`config.mk`:
```
export PLATFORM = sky130hd
export DESIGN_NAME = jtbubl_romarb
export DESIGN_NICKNAME = d
export VERILOG_FILES = /design/src/rtl/jtbubl_romarb.sv
export SDC_FILE = /design/constraint.sdc
export NUM_CORES = 1
export LEC_CHECK = 0
export ABC_CLOCK_PERIOD_IN_PS = 4400
export CORE_MARGIN = 1
export CORE_UTILIZATION = 30
export DETAILED_ROUTE_END_ITERATION = 10
export GPL_ROUTABILITY_DRIVEN = 0
export PLACE_DENSITY_LB_ADDON = 0.15
export SYNTH_ARGS = -nofsm -noshare
export SYNTH_HDL_FRONTEND = slang
export SYNTH_SLANG_ARGS = --single-unit
```
`constraint.sdc`:
```
create_clock -name clk -period 4.4 [get_ports clk]
set_clock_uncertainty 0.2 [all_clocks]
set_input_delay 0.88 -clock clk [delete_from_list [all_inputs] [get_ports clk]]
set_output_delay 0.88 -clock clk [all_outputs]
set_load 0.02 [all_outputs]
```
`src/rtl/jtbubl_romarb.sv`:
```
// Arbiter for one 32-bit graphics ROM slot shared by a tile fetcher (A) and an object fetcher (B).
// Each requester keeps a one-word cache, so repeated reads of the same address never reach the ROM.
module jtbubl_romarb #(
  parameter int AW    = 18,
  parameter int DW    = 32,
  parameter int OKDLY = 1,
  parameter int PRIO  = 0
) (
  input  logic          clk,
  input  logic          rst,
  input  logic          a_cs,
  input  logic [AW-1:0] a_addr,
  output logic [DW-1:0] a_data,
  output logic          a_ok,
  input  logic          b_cs,
  input  logic [AW-1:0] b_addr,
  output logic [DW-1:0] b_data,
  output logic          b_ok,
  output logic          rom_cs,
  output logic [AW-1:0] rom_addr,
  input  logic [DW-1:0] rom_data,
  input  logic          rom_ok
);

  typedef enum logic {
    ST_IDLE,
    ST_WAIT
  } state_t;

  localparam logic [1:0] CNT_INIT = 2'(OKDLY);
  localparam logic       RR       = (PRIO == 0);

  state_t        r_state,    w_state_nxt;
  logic [1:0]    r_cnt,      w_cnt_nxt;
  logic          r_gnt_b,    w_gnt_b_nxt;
  logic          r_last_b,   w_last_b_nxt;
  logic          r_rom_cs,   w_rom_cs_nxt;
  logic [AW-1:0] r_rom_addr, w_rom_addr_nxt;
  logic [DW-1:0] r_data_a,   w_data_a_nxt;
  logic [DW-1:0] r_data_b,   w_data_b_nxt;
  logic [AW-1:0] r_addr_a,   w_addr_a_nxt;
  logic [AW-1:0] r_addr_b,   w_addr_b_nxt;
  logic          r_valid_a,  w_valid_a_nxt;
  logic          r_valid_b,  w_valid_b_nxt;

  logic w_ok_a, w_ok_b, w_pend_a, w_pend_b, w_pick_b;

  // The hit test is combinational so ok falls in the very cycle the address moves.
  assign w_ok_a   = a_cs & r_valid_a & (a_addr == r_addr_a);
  assign w_ok_b   = b_cs & r_valid_b & (b_addr == r_addr_b);
  assign w_pend_a = a_cs & ~w_ok_a;
  assign w_pend_b = b_cs & ~w_ok_b;
  assign w_pick_b = w_pend_b & (~w_pend_a | (RR & ~r_last_b));

  assign a_ok     = w_ok_a;
  assign b_ok     = w_ok_b;
  assign a_data   = r_data_a;
  assign b_data   = r_data_b;
  assign rom_cs   = r_rom_cs;
  assign rom_addr = r_rom_addr;

  always_comb begin
    // NOTE: every signal gets its hold value first, so no path through the case leaves one unassigned and no latch is inferred.
    w_state_nxt    = r_state;
    w_cnt_nxt      = r_cnt;
    w_gnt_b_nxt    = r_gnt_b;
    w_last_b_nxt   = r_last_b;
    w_rom_cs_nxt   = r_rom_cs;
    w_rom_addr_nxt = r_rom_addr;
    w_data_a_nxt   = r_data_a;
    w_data_b_nxt   = r_data_b;
    w_addr_a_nxt   = r_addr_a;
    w_addr_b_nxt   = r_addr_b;
    w_valid_a_nxt  = r_valid_a;
    w_valid_b_nxt  = r_valid_b;

    case (r_state)
      ST_IDLE: begin
        w_rom_cs_nxt = 1'b0;
        if (w_pend_a | w_pend_b) begin
          w_gnt_b_nxt    = w_pick_b;
          w_rom_addr_nxt = w_pick_b ? b_addr : a_addr;
          w_rom_cs_nxt   = 1'b1;
          w_cnt_nxt      = CNT_INIT;
          w_state_nxt    = ST_WAIT;
        end
      end
      ST_WAIT: begin
        // rom_addr doubles as the granted address: it never moves while rom_cs is high.
        if (r_cnt != 2'd0) begin
          w_cnt_nxt = r_cnt - 2'd1;
        end else if (rom_ok) begin
          if (r_gnt_b) begin
            w_data_b_nxt  = rom_data;
            w_addr_b_nxt  = r_rom_addr;
            w_valid_b_nxt = 1'b1;
          end else begin
            w_data_a_nxt  = rom_data;
            w_addr_a_nxt  = r_rom_addr;
            w_valid_a_nxt = 1'b1;
          end
          w_last_b_nxt = r_gnt_b;
          w_rom_cs_nxt = 1'b0;
          w_state_nxt  = ST_IDLE;
        end
      end
      default: begin
        w_rom_cs_nxt = 1'b0;
        w_state_nxt  = ST_IDLE;
      end
    endcase
  end

  always_ff @(posedge clk) begin
    // NOTE: non-blocking assignments keep every register sampling the pre-edge values, independent of statement order.
    if (rst) begin
      r_state    <= ST_IDLE;
      r_cnt      <= 2'd0;
      r_gnt_b    <= 1'b0;
      r_last_b   <= 1'b1;
      r_rom_cs   <= 1'b0;
      r_rom_addr <= '0;
      r_data_a   <= '0;
      r_data_b   <= '0;
      r_addr_a   <= '0;
      r_addr_b   <= '0;
      r_valid_a  <= 1'b0;
      r_valid_b  <= 1'b0;
    end else begin
      r_state    <= w_state_nxt;
      r_cnt      <= w_cnt_nxt;
      r_gnt_b    <= w_gnt_b_nxt;
      r_last_b   <= w_last_b_nxt;
      r_rom_cs   <= w_rom_cs_nxt;
      r_rom_addr <= w_rom_addr_nxt;
      r_data_a   <= w_data_a_nxt;
      r_data_b   <= w_data_b_nxt;
      r_addr_a   <= w_addr_a_nxt;
      r_addr_b   <= w_addr_b_nxt;
      r_valid_a  <= w_valid_a_nxt;
      r_valid_b  <= w_valid_b_nxt;
    end
  end

endmodule

```
==> impl_results.md <==
* Max-slew violations at 0
* Horiz. Die Dim at 134 microns
* Postcts setup bufs at 0
* Max-Cap Viols at 0
* Initial antenna violation count at 0
* Ant. Diodes at 0
* Total number of vias at around 5,000
* Tcrit/Tclk final at between 90% and 100%
* Drt drc at 0
* Synth top area share at 48.5%
* Top_reg_cell synth: dfxtp_1
* Setup_tns at 0 ps
* Synth top area cells: dfxtp_1, nand2_1, a21oi_1
* Min-Delay Path Class: reg2reg
* TritonCTS Sinks at around 130
* WP data required at ~3300 ps
* WL final at approximately 16,000 microns
* Tot GR Track Use at 18.6%
* Fin cells at slightly above 1,000
* Detail Placement HPWL at 11,000 microns
* Most common cell in the netlist: nand2_1
* Headroom to the max-slew limit at between 30% and 40%
* Layout cell share with drive strength beyond 1 at around 6.5%
* Combinational fraction of design power at approximately 15%
* Initial Utilization at 31.0%
* Critical path class: in2out
* CTS max path bufs at 2
* Synth Register Bits at 126
* Synth top cells by count: nand2_1, dfxtp_1, a21oi_1
* CTS Hold Buffers Added at 0
* Sequential power share at 41.1%
* Port bufs at 157
* Resized Gates After CTS at 0
* Peak supply drop at roughly 0.00028 V
* CP endpoint kind: output port
* Yosys cell types at 38
* Leakage at 2.56 nW
* P_int at around 0.0022 W
* Fmax achieved at approximately 0.24 GHz
* Sw Pwr at between 0.0008 and 0.0009 W
* Iter 0 DRT Violations at 246
* Pin count of the biggest net entering global routing at 88
* Status: complete, no violations
* Dpl cells at 984
* R2R cell count at 6
* Worst R2R Setup Slack at around 1700 ps
* CTS H-tree lvls at 4
* Synth area leader: dfxtp_1
* DRT Pass-1 Iters at 4
* Die area at around 18,000 sq um
* Worst-path clk slew at around 50 ps
* Minimum clock period at ~4100 ps
* Clk Latency, worst-skew pair at about 400 ps
* DR WL/cell at 15.9 microns
* Final ANT Viol Nets at 0
* Synthesized cell area at 5200 sq um
* Crit path DAT at 3050 ps
* Nets at about 860
* Worst-path maximum fanout at 3
* Root buffer cell: clkbuf_16
* FF-to-FF End: rom_addr[2]$_SDFFE_PP0P_
* Gate Count Post-Synth at roughly 650
* Switching part of the total at a little over a quarter
* Vias/cell at 4.84
* Area growth syn-to-layout at 43.2%
* Synth warnings at 0
* Post-synth EDFFs at 0
* Hold Vio Cnt, Final at 0
* Worst Setup EP: a_ok
* Startpoint types: primary input
* Vias in the first global route at 4,766
* RSZ-0062 raised after global routing: false
* Clk pwr share at a little over two fifths
* Slew @ Worst Pin at 1050 ps
* Post-synthesis async set-or-reset flop share at 0%
* TritonCTS buffer count at 17
* Crit path launch: a_addr[16]
* Sequential area share after synthesis at 48.5%
* CTS tree: built
* I/O pin cnt at 158
* Worst reg2reg startpoint: r_addr_a[17]$_SDFFE_PP0P_
* Die Height at about 130 microns
* Syn nets at between 700 and 800
* Core footprint at approximately 17,000 sq um
* Power Density at 405 nW/um^2
* Site row count at between 40 and 50
* Final setup vio count at 0
* Mean Syn Cell Area at between 8 and 9 sq um
* GRT Residual Overflow at 0
* First-pass GRT wire length at about 25,000 microns
logic make-up after synthesis:
family | synth area share, %
xor+xnor | 6.06
buf+inv | 4.40
compound gates | 17.8
simple gates | 23.0
fa+ha+maj | 0.241
flops | 48.5
routing by layer:
layer	wire length, microns	global-route usage [%]
met1	7430	23.4
met2	7660	30.7
met3	849	4.49
met4	178	6.57
met5	0	0
flip-flops by register name, summed over array words and instances, names as in the netlist:
register / cells
r_valid_b: 1
r_addr_b: 18
r_cnt: 2
r_addr_a: 18
r_last_b: 1
r_gnt_b: 1
a_data: 32
r_valid_a: 1
b_data: 32
r_state: 1
rom_addr: 18
rom_cs: 1
area by class of cell:
cell class,count,area (sq um)
clock inverters,12,121
clock buffers,20,437
well taps,220,275
multi-input cells,471,2460
repair buffers,163,1610
flip-flops and latches,126,2520
inverters,4,15.0
fillers,1653,9310
how the worst min path moves through the flow:
stage                            start                       to  slack [ps]  depth (start not counted)
3_3_place_gp   b_data[18]$_SDFFE_PP0P_  b_data[18]$_SDFFE_PP0P_         240                          2
4_1_cts        a_data[16]$_SDFFE_PP0P_  a_data[16]$_SDFFE_PP0P_         250                          2
3_5_place_dp   a_data[16]$_SDFFE_PP0P_  a_data[16]$_SDFFE_PP0P_         250                          2
6_report       a_data[16]$_SDFFE_PP0P_  a_data[16]$_SDFFE_PP0P_         250                          2
2_1_floorplan    r_last_b$_SDFFE_PP1P_    r_last_b$_SDFFE_PP1P_         230                          2
5_1_grt         a_data[1]$_SDFFE_PP0P_   a_data[1]$_SDFFE_PP0P_         280                          2
cell usage in the layout (no fill, tap or decap), drive strengths merged, types with 18 or more instances in the layout:
| master | Yosys | layout |
|---|---|---|
| nand2 | 206 | 206 |
| clkdlybuf4s50 | 0 | 156 |
| dfxtp | 126 | 126 |
| a21oi | 103 | 103 |
| xor2 | 36 | 36 |
| nand3 | 20 | 20 |
| o21ai | 20 | 20 |
| clkbuf | 41 | 20 |
| nor3 | 19 | 19 |
| a311oi | 18 | 18 |
critical path: stages:
cell and delay, ps:
clkdlybuf4s50_1 440, xor2_1 210, nor4_1 410, and4_1 310, nand2_1 90, inv_1 80, clkdlybuf4s50_1 630
stage by stage:
| stage | setup slack [ps] | util, % | area [sq um] | hold WS (ps) | power (W) |
|---|---|---|---|---|---|
| 5_1_grt | 158 | 44.4 | 7450 | 275 | 0.00315 |
| 2_1_floorplan | 1550 | - | 5200 | 229 | 0.00150 |
| 4_1_cts | 197 | 44.4 | 7450 | 254 | 0.00306 |
| 6_report | 267 | 44.4 | 7450 | 252 | 0.00302 |
| 3_5_place_dp | 199 | 41.1 | 6890 | 247 | 0.00171 |
| 3_3_place_gp | 201 | 41.1 | 6890 | 242 | 0.00171 |
power by group through the flow:
stage	Sequential (W)	Combinational (W)	Clock, W
4_1_cts	0.00124	0.000452	0.00136
6_report	0.00124	0.000448	0.00133
3_3_place_gp	0.00126	0.000446	0
3_5_place_dp	0.00126	0.000450	0
5_1_grt	0.00125	0.000482	0.00142
2_1_floorplan	0.00130	0.000194	0
(Power assumes the default switching activity.)
